### config.mk
export PLATFORM = sky130hd
export DESIGN_NAME = decoder_scan_ctrl
export DESIGN_NICKNAME = d
export VERILOG_FILES = /design/src/rtl/decoder_scan_ctrl.sv
export SDC_FILE = /design/constraint.sdc
export NUM_CORES = 1
export LEC_CHECK = 0
export ABC_AREA = 1
export CORE_AREA = 2 2 80 82
export CTS_BUF_LIST = sky130_fd_sc_hd__clkbuf_2 sky130_fd_sc_hd__clkbuf_4 sky130_fd_sc_hd__clkbuf_8
export DETAILED_ROUTE_END_ITERATION = 10
export DIE_AREA = 0 0 82 84
export DONT_BUFFER_PORTS = 1
export MAX_ROUTING_LAYER = met4
export PLACE_DENSITY_LB_ADDON = 0.05
export SLEW_MARGIN = 20
export SYNTH_ARGS = -nofsm -noshare
export SYNTH_HDL_FRONTEND = slang
export SYNTH_SLANG_ARGS = --single-unit
### constraint.sdc
create_clock -name clk -period 2.1 [get_ports clk]
set_input_delay 0.21 -clock clk [delete_from_list [all_inputs] [get_ports clk]]
set_output_delay 0.21 -clock clk [all_outputs]
set_load 0.1 [all_outputs]
### src/rtl/decoder_scan_ctrl.sv
// decoder_scan_ctrl
//   Drives the select (a) and enable (en) inputs of a downstream 4x16 decoder.
//   On start it scans the lines first..last, wrapping from 15 to 0. Each line
//   gets BLANK_CYCLES cycles with en=0 and then max(dwell,1) cycles with en=1,
//   so the decoder select only changes while the decoder is disabled. It runs
//   one frame, or repeats frames until stop when continuous=1.
//
//   Optional feature: define DECODER_SCAN_PAUSE_EN to add a 'pause' input.
//   While pause=1 the blank and dwell counters freeze during BLANK and DRIVE,
//   and a, en and the pulse outputs stay quiet.
//
// Ports
//   clk, rst      clock; synchronous active-high reset
//   pause         (optional) freezes the scan in progress
//   start         begin a frame (ignored while busy)
//   stop          end the scan after the current line (ignored while idle)
//   continuous    repeat frames; sampled at start
//   dwell         drive cycles per line (0 acts as 1); sampled at start
//   first, last   line window; sampled at start
//   a, en         decoder select / enable (registered)
//   busy          scan in progress
//   line_done     pulse after each line finishes driving
//   frame_done    pulse after line 'last' finishes driving
module decoder_scan_ctrl #(
    parameter int DWELL_W      = 8,
    parameter int BLANK_CYCLES = 1
) (
    input  logic               clk,
    input  logic               rst,
`ifdef DECODER_SCAN_PAUSE_EN
    input  logic               pause,
`endif
    input  logic               start,
    input  logic               stop,
    input  logic               continuous,
    input  logic [DWELL_W-1:0] dwell,
    input  logic [3:0]         first,
    input  logic [3:0]         last,
    output logic [3:0]         a,
    output logic               en,
    output logic               busy,
    output logic               line_done,
    output logic               frame_done
);

    localparam logic [3:0] BLANK_LAST = 4'(BLANK_CYCLES - 1);

    typedef enum logic [1:0] {IDLE, BLANK, DRIVE} state_t;

    state_t             state;
    logic [3:0]         blank_cnt;
    logic [DWELL_W-1:0] dwell_cnt;
    logic [DWELL_W-1:0] dwell_last;   // D-1, with dwell=0 folded onto D=1
    logic [3:0]         first_q;
    logic [3:0]         last_q;
    logic               cont_q;
    logic               stop_req;
    logic               stop_pending;
    logic               hold;

`ifdef DECODER_SCAN_PAUSE_EN
    assign hold = pause;
`else
    assign hold = 1'b0;
`endif

    // A stop arriving in the very last drive cycle of a line still counts,
    // so the live input is merged with the sticky request.
    assign stop_pending = stop_req | stop;

    always_ff @(posedge clk) begin
        if (rst) begin
            state      <= IDLE;
            blank_cnt  <= '0;
            dwell_cnt  <= '0;
            dwell_last <= '0;
            first_q    <= '0;
            last_q     <= '0;
            cont_q     <= 1'b0;
            stop_req   <= 1'b0;
            a          <= '0;
            en         <= 1'b0;
            busy       <= 1'b0;
            line_done  <= 1'b0;
            frame_done <= 1'b0;
        end else begin
            line_done  <= 1'b0;
            frame_done <= 1'b0;
            case (state)
                IDLE: begin
                    en   <= 1'b0;
                    busy <= 1'b0;
                    if (start) begin
                        dwell_last <= (dwell == '0) ? '0 : dwell - 1'b1;
                        first_q    <= first;
                        last_q     <= last;
                        cont_q     <= continuous;
                        stop_req   <= 1'b0;
                        a          <= first;
                        blank_cnt  <= '0;
                        busy       <= 1'b1;
                        state      <= BLANK;
                    end
                end

                BLANK: begin
                    if (stop) stop_req <= 1'b1;
                    if (!hold) begin
                        if (blank_cnt == BLANK_LAST) begin
                            blank_cnt <= '0;
                            dwell_cnt <= '0;
                            en        <= 1'b1;
                            state     <= DRIVE;
                        end else begin
                            blank_cnt <= blank_cnt + 1'b1;
                        end
                    end
                end

                DRIVE: begin
                    if (stop) stop_req <= 1'b1;
                    if (!hold) begin
                        if (dwell_cnt == dwell_last) begin
                            en        <= 1'b0;
                            dwell_cnt <= '0;
                            line_done <= 1'b1;
                            if (a == last_q) begin
                                frame_done <= 1'b1;
                                if (cont_q && !stop_pending) begin
                                    a     <= first_q;
                                    state <= BLANK;
                                end else begin
                                    busy  <= 1'b0;
                                    state <= IDLE;
                                end
                            end else if (stop_pending) begin
                                busy  <= 1'b0;
                                state <= IDLE;
                            end else begin
                                a     <= a + 1'b1;   // wraps 15 -> 0
                                state <= BLANK;
                            end
                        end else begin
                            dwell_cnt <= dwell_cnt + 1'b1;
                        end
                    end
                end

                default: state <= IDLE;
            endcase
        end
    end

endmodule

## Word-level counts from Yosys, hierarchy flattened

Index checks and enable logic that the tools add are counted.

- Flip-flop bits (word level): 40
- Input port bits: 21
- Output and inout port bits: 8
- Logic and storage cells: 87

- Add/sub/neg operators: 4
- Equality and inequality tests: 12
- Multiplexer cells: 34
- Bitwise gates (word level): 3
- Reduce and logical (&&, ||, !) cells: 21

Operators by type and width:

| kind | number |
|---|---|
| 4-bit two-way mux | 7 |
| 8-bit two-way mux | 3 |
| 4-bit case mux with 2 select lines | 2 |
| 8-bit case mux with 2 select lines | 1 |
| 1-bit two-way mux | 13 |
| 3-bit inequality test (second input constant) | 4 |
| 3-bit AND reduction | 3 |
| 4-bit by 1-bit adder with 4-bit output (second input constant) | 2 |
| 8-bit by 1-bit adder with 8-bit output (second input constant) | 1 |
| 8-bit == test | 1 |
| 8-bit logical NOT | 1 |
| 2-bit two-way mux | 4 |
| 2-bit nonzero test | 4 |
| 8-bit by 1-bit subtractor with 8-bit output (second input constant) | 1 |
| 2-bit inequality test (second input constant) | 3 |
| 2-bit case mux with 3 select lines | 1 |
| 2-bit AND reduction | 3 |
| 5-bit AND reduction | 1 |
| 4-bit == test | 1 |
| 4-bit logical NOT | 1 |
| 1-bit case mux with 2 select lines | 2 |
| 4-bit AND reduction | 1 |
| 2-bit OR reduction | 2 |
| 1-bit case mux with 3 select lines | 1 |
| 10 further kinds | 11 |

## Depth between registers and ports, before layout

- Depth after elaboration: 7
- Mapped depth: 12
- Gate-level depth less buffers: 12

## Worst setup path after synthesis

OpenSTA, ideal clock, no wires.

- Kind: register -> register
- From: register a[0]
- To: register a[0]
- Setup time: 0.117 ns
- Data arrival time: 1.942 ns
- Data required time: 1.983 ns
- Setup slack: 0.041 ns
- Stages on the path, launching flop included: 12
- Buffers on the path: 0
- Period minus slack after synthesis: 2.059 ns
- Cell sequence: dfxtp_1 > inv_1 > nand2_1 > nand2_1 > nor2_4 > nand3_2 > nand3_4 > nand2_4 > nor2_4 > nand2_1 > nand2_1 > nor2_1

- Word-level cells in the longest chain between the ends: 5
- Elaborated cells on any way between the ends: 9
- Classes of those cells: add/sub (1); eq/ne (3); mux (4); reduce/logical (1)

Ends and longest elaborated chain:

| item | RTL line | text |
|---|---|---|
| start, declared | 39 | `output logic [3:0] a,` |
| start signal, assigned | 99 | `a <= first;` |
| start signal, assigned | 130 | `a <= first_q;` |
| start signal, assigned | 140 | `a <= a + 1'b1;` |
| 4-bit by 1-bit adder with 4-bit output | 140 |  |
| 4-bit two-way mux | 136 | `end else if (stop_pending) begin` |
| 4-bit two-way mux | 127 | `if (a == last_q) begin` |
| 4-bit two-way mux | 123 | `if (dwell_cnt == dwell_last) begin` |
| 4-bit case mux with 2 select lines | 89 | `case (state)` |

Parallel ways exist; a longest one is shown, timed or not. The select of a mux whose other input is x is not followed.
A chain may end at the register's enable or synchronous reset.

## Worst setup path after layout

- From: register state[1]
- To: register dwell_cnt[2]

- Word-level cells in the longest chain between the ends: 3
- Elaborated cells on any way between the ends: 6
- Classes of those cells: eq/ne (3); mux (1); reduce/logical (2)

Ends and longest elaborated chain:

| item | RTL line | text |
|---|---|---|
| start, declared | 50 | `state_t state;` |
| start signal, assigned | 73 | `state <= IDLE;` |
| start signal, assigned | 102 | `state <= BLANK;` |
| start signal, assigned | 113 | `state <= DRIVE;` |
| 2-bit by 1-bit == test with 1-bit output / 2-bit == test (equally long branches) | 89 |  |
| 2-bit inequality test (no source line) / 2-bit nonzero test (equally long branches) | n/a |  |
| 2-bit AND reduction (no source line) | n/a |  |
| end signal, assigned | 144 | `dwell_cnt <= dwell_cnt + 1'b1;` |
| end, declared | 52 | `logic [DWELL_W-1:0] dwell_cnt;` |

Parallel ways exist; a longest one is shown, timed or not.

==> flow_summary_export.csv <==
group,metric,value,unit
global_routing,grt_antenna_before_repair,0,
timing,rsz0062_at_grt,"no",
placement,portBuffers,0,
cts,cts_tree,"built",
yosys,synth_ff_type,"dfxtp_1",
drt,drt_iter0_drc,96,
yosys,async_flop_share,0,
job,drv_cap,0,
pwr,total_power,0.003485,W
timing,worst_pin_slew,0.8156,ns
drt,viasPerCell,4.743,
placement,dpl_cell_area,2476,µm²
global_routing,grtUsageTotal,0.1786,
timing,layout_setup_ws,0.3836,ns
die,die_y,84,µm
cells_and_area,drive_above_1_share,0.1341,
yosys,synth_fp_nets,361,
pwr,leakage,1.171,nW
timing,finClkSkew,0.004112,ns
timing,slew_violations,0,
timing,fmax,582.6,MHz
cells_and_area,final_common_cell,"nand2_1",
placement,gp_congestion,0.8083,
yosys,synth_edf_count,0,
yosys,synthTopCellsByArea,"dfxtp_1 (34%), nand2_1 (13%), inv_1 (6.6%)",
worst_setup_path,worstSetupPathType,"reg2reg",
worst_setup_path,crit_buf_inv,5,
worst_setup_path,worst-path-max-fanout,6,
timing,hold_viol,0,
drt,drt.antenna.violating_nets,0,
die,coreArea,6096,µm²
yosys,ys_seq_elements,40,
timing,slew_headroom,0.4545,
yosys,netlist_instances,330,
placement,pre_cts_slack,0.4085,ns
yosys,synth_area_leader_cell,"dfxtp_1",
timing,fin_crit_sh,0.8173,
cts,clock_path_buffers,2,
worst_setup_path,crit_family,"simple AND/OR/NAND/NOR gates",
pwr,peakVddDrop,0.7608,mV
die,die_width,82,µm
yosys,syn_area_per_cell,7.079,µm²
hold_path,worstHoldPathType,"in2reg",
die,dieArea,6888,µm²
cts,cts_root_buffer,"clkbuf_8",
yosys,ys_seq_area_frac,0.3428,
yosys,synth_warnings,0,
worst_setup_path,worstSetupStartpointType,"register",
yosys,synth_top_area_frac,0.3428,
yosys,synth.distinct_cells,39,
global_routing,gr-total-overflow,0,
worst_setup_path,cp-end-kind,"register",
global_routing,grt_max_degree,19,
global_routing,grt_pass1_wl,9321,µm
worst_setup_path,critical_path_required,2.30,ns
timing,tns,0,ns
cts,postCtsSetupBuffers,0,
drt,post_drt_wl_per_cell,12.75,µm
drt,drc,0,
global_routing,grt_pass1_vias,1990,
timing,holdWs,0.06595,ns
die,io-pin-count,29,
drt,vias,1992,
drt,firstDrtPassIters,4,
worst_setup_path,crit_chain,"inv_1 > ha_1 > inv_1 > nor2_2 > inv_4 > nand2_4 > inv_2 > nand2_1 > xor2_1 > or2_1 > inv_1",
cells_and_area,final_cell_mix,"nand2_1 (80), inv_1 (41), dfxtp_1 (40), nor2_1 (37), a21oi_1 (22)",
worst_setup_path,crit_arrival,1.92,ns
worst_setup_path,cp_common_cell,"inv_1",
die,start_util,0.3832,
cts,cts.htree.levels,2,
run_status,outcome,"complete, no violations",
timing,layout_min_cycle_time,1.716,ns
cells_and_area,diodes,0,
worst_setup_path,critPathSlowestCell,"dfxtp_1",
pwr,power.density,1336,nW/µm²
drt,wirelength,5354,µm
worst_setup_path,slowest_delay,0.34,ns
cells_and_area,final_cell_area,2608,µm²
cts,clock_sinks,40,
placement,place_hpwl,4028,µm
yosys,synth_area,2336,µm²
timing,setup_viol,0,
cells_and_area,fin_nets,373,
cts,cts_buffers,5,
die,num_rows,29,
cts,cts.clk_slew.worst_paths,0.08,ns
cts,clk_latency,0.29,ns
cells_and_area,syn2layout_area_growth,11.62,%
-- path summary, 6_finish.rpt --
| check | start | endpoint | slack [ns] | depth (start not counted) |
|---|---|---|---|---|
| hold reg to reg | last_q[1] | last_q[1] | 0.48 | 2 |
| setup / recovery | state[1] | dwell_cnt[2] | 0.38 | 11 |
| hold / removal | rst | dwell_cnt[0] | 0.07 | 2 |
| setup reg to reg | state[1] | dwell_cnt[2] | 0.38 | 11 |
-- state kept, by name, indices dropped and copies added (netlist names) --
signal and cells:
state 2, en 1, cont_q 1, frame_done 1, dwell_cnt 8, dwell_last 8
blank_cnt 4, line_done 1, busy 1, a 4, last_q 4, stop_req 1
first_q 4
-- worst reg2reg max path, cell delays in order (launching register included) --
cell and delay (ns):
dfxtp_1 0.34, inv_1 0.10, ha_1 0.22, inv_1 0.10, nor2_2 0.27, inv_4 0.10
nand2_4 0.11, inv_2 0.06, nand2_1 0.07, xor2_1 0.13, or2_1 0.10, inv_1 0.03
-- final cells by class --
| class | count | area, µm² |
|---|---|---|
| Fill cell | 654 | 3488 |
| Multi-Input combinational cell | 239 | 1336 |
| Sequential cell | 40 | 800.8 |
| Inverter | 44 | 167.7 |
| Tap cell | 77 | 96.34 |
| Timing Repair Buffer | 12 | 95.09 |
| Clock buffer | 5 | 68.82 |
| Clock inverter | 3 | 42.54 |
-- what timing repair did --
| item | in CTS | in global routing |
|---|---|---|
| endpoints found under the hold margin | 18 | 1 |
| gates resized for setup | 0 | 0 |
| hold buffers | 1 | 1 |
-- stage by stage --
step / utilization / instances
after floorplan: - / 330
after global placement: 0.4062 / 410
after detailed placement: 0.4062 / 410
after CTS: 0.4261 / 419
after global routing: 0.4278 / 420
final: 0.4278 / 420
-- layer usage --
metal | part of all wire | wire length [µm] | GRT usage
met3 | 0.032 | 171 | 0.04004
met2 | 0.48 | 2591 | 0.2919
met4 | 0.0099 | 53 | 0.05152
met5 | 0 | 0 | -
met1 | 0.47 | 2537 | 0.2178
-- cell usage after synthesis, types with 2 or more instances --
| library cell | n |
|---|---|
| nor4_1 | 3 |
| nand2_1 | 80 |
| clkbuf_1 | 5 |
| nand2_4 | 7 |
| o21bai_1 | 4 |
| nand4_1 | 3 |
| nand3_2 | 3 |
| a21oi_1 | 22 |
| nor2_2 | 4 |
| or2_1 | 2 |
| nand2_2 | 2 |
| nand3_1 | 14 |
| inv_1 | 41 |
| nor2_4 | 3 |
| xor2_1 | 7 |
| o21ai_0 | 13 |
| nor2_1 | 37 |
| xnor2_1 | 8 |
| inv_2 | 2 |
| or2_2 | 2 |
| nor3_1 | 2 |
| ha_1 | 10 |
| dfxtp_1 | 40 |
-- where the power goes --
group	switching, W	leakage, nW	internal, W
Sequential	0.000121	0.327	0.000912
Clock	0.000296	0.0541	0.000352
Combinational	0.00125	0.789	0.000549
Total	0.00167	1.17	0.00181
-- logic make-up after synthesis --
kind of cell	share of synthesized area
simple gates	0.3498
buf+inv	0.08517
compound gates	0.1125
flops	0.3428
xor+xnor	0.05624
fa+ha+maj	0.05356
(Power assumes the default switching activity.)
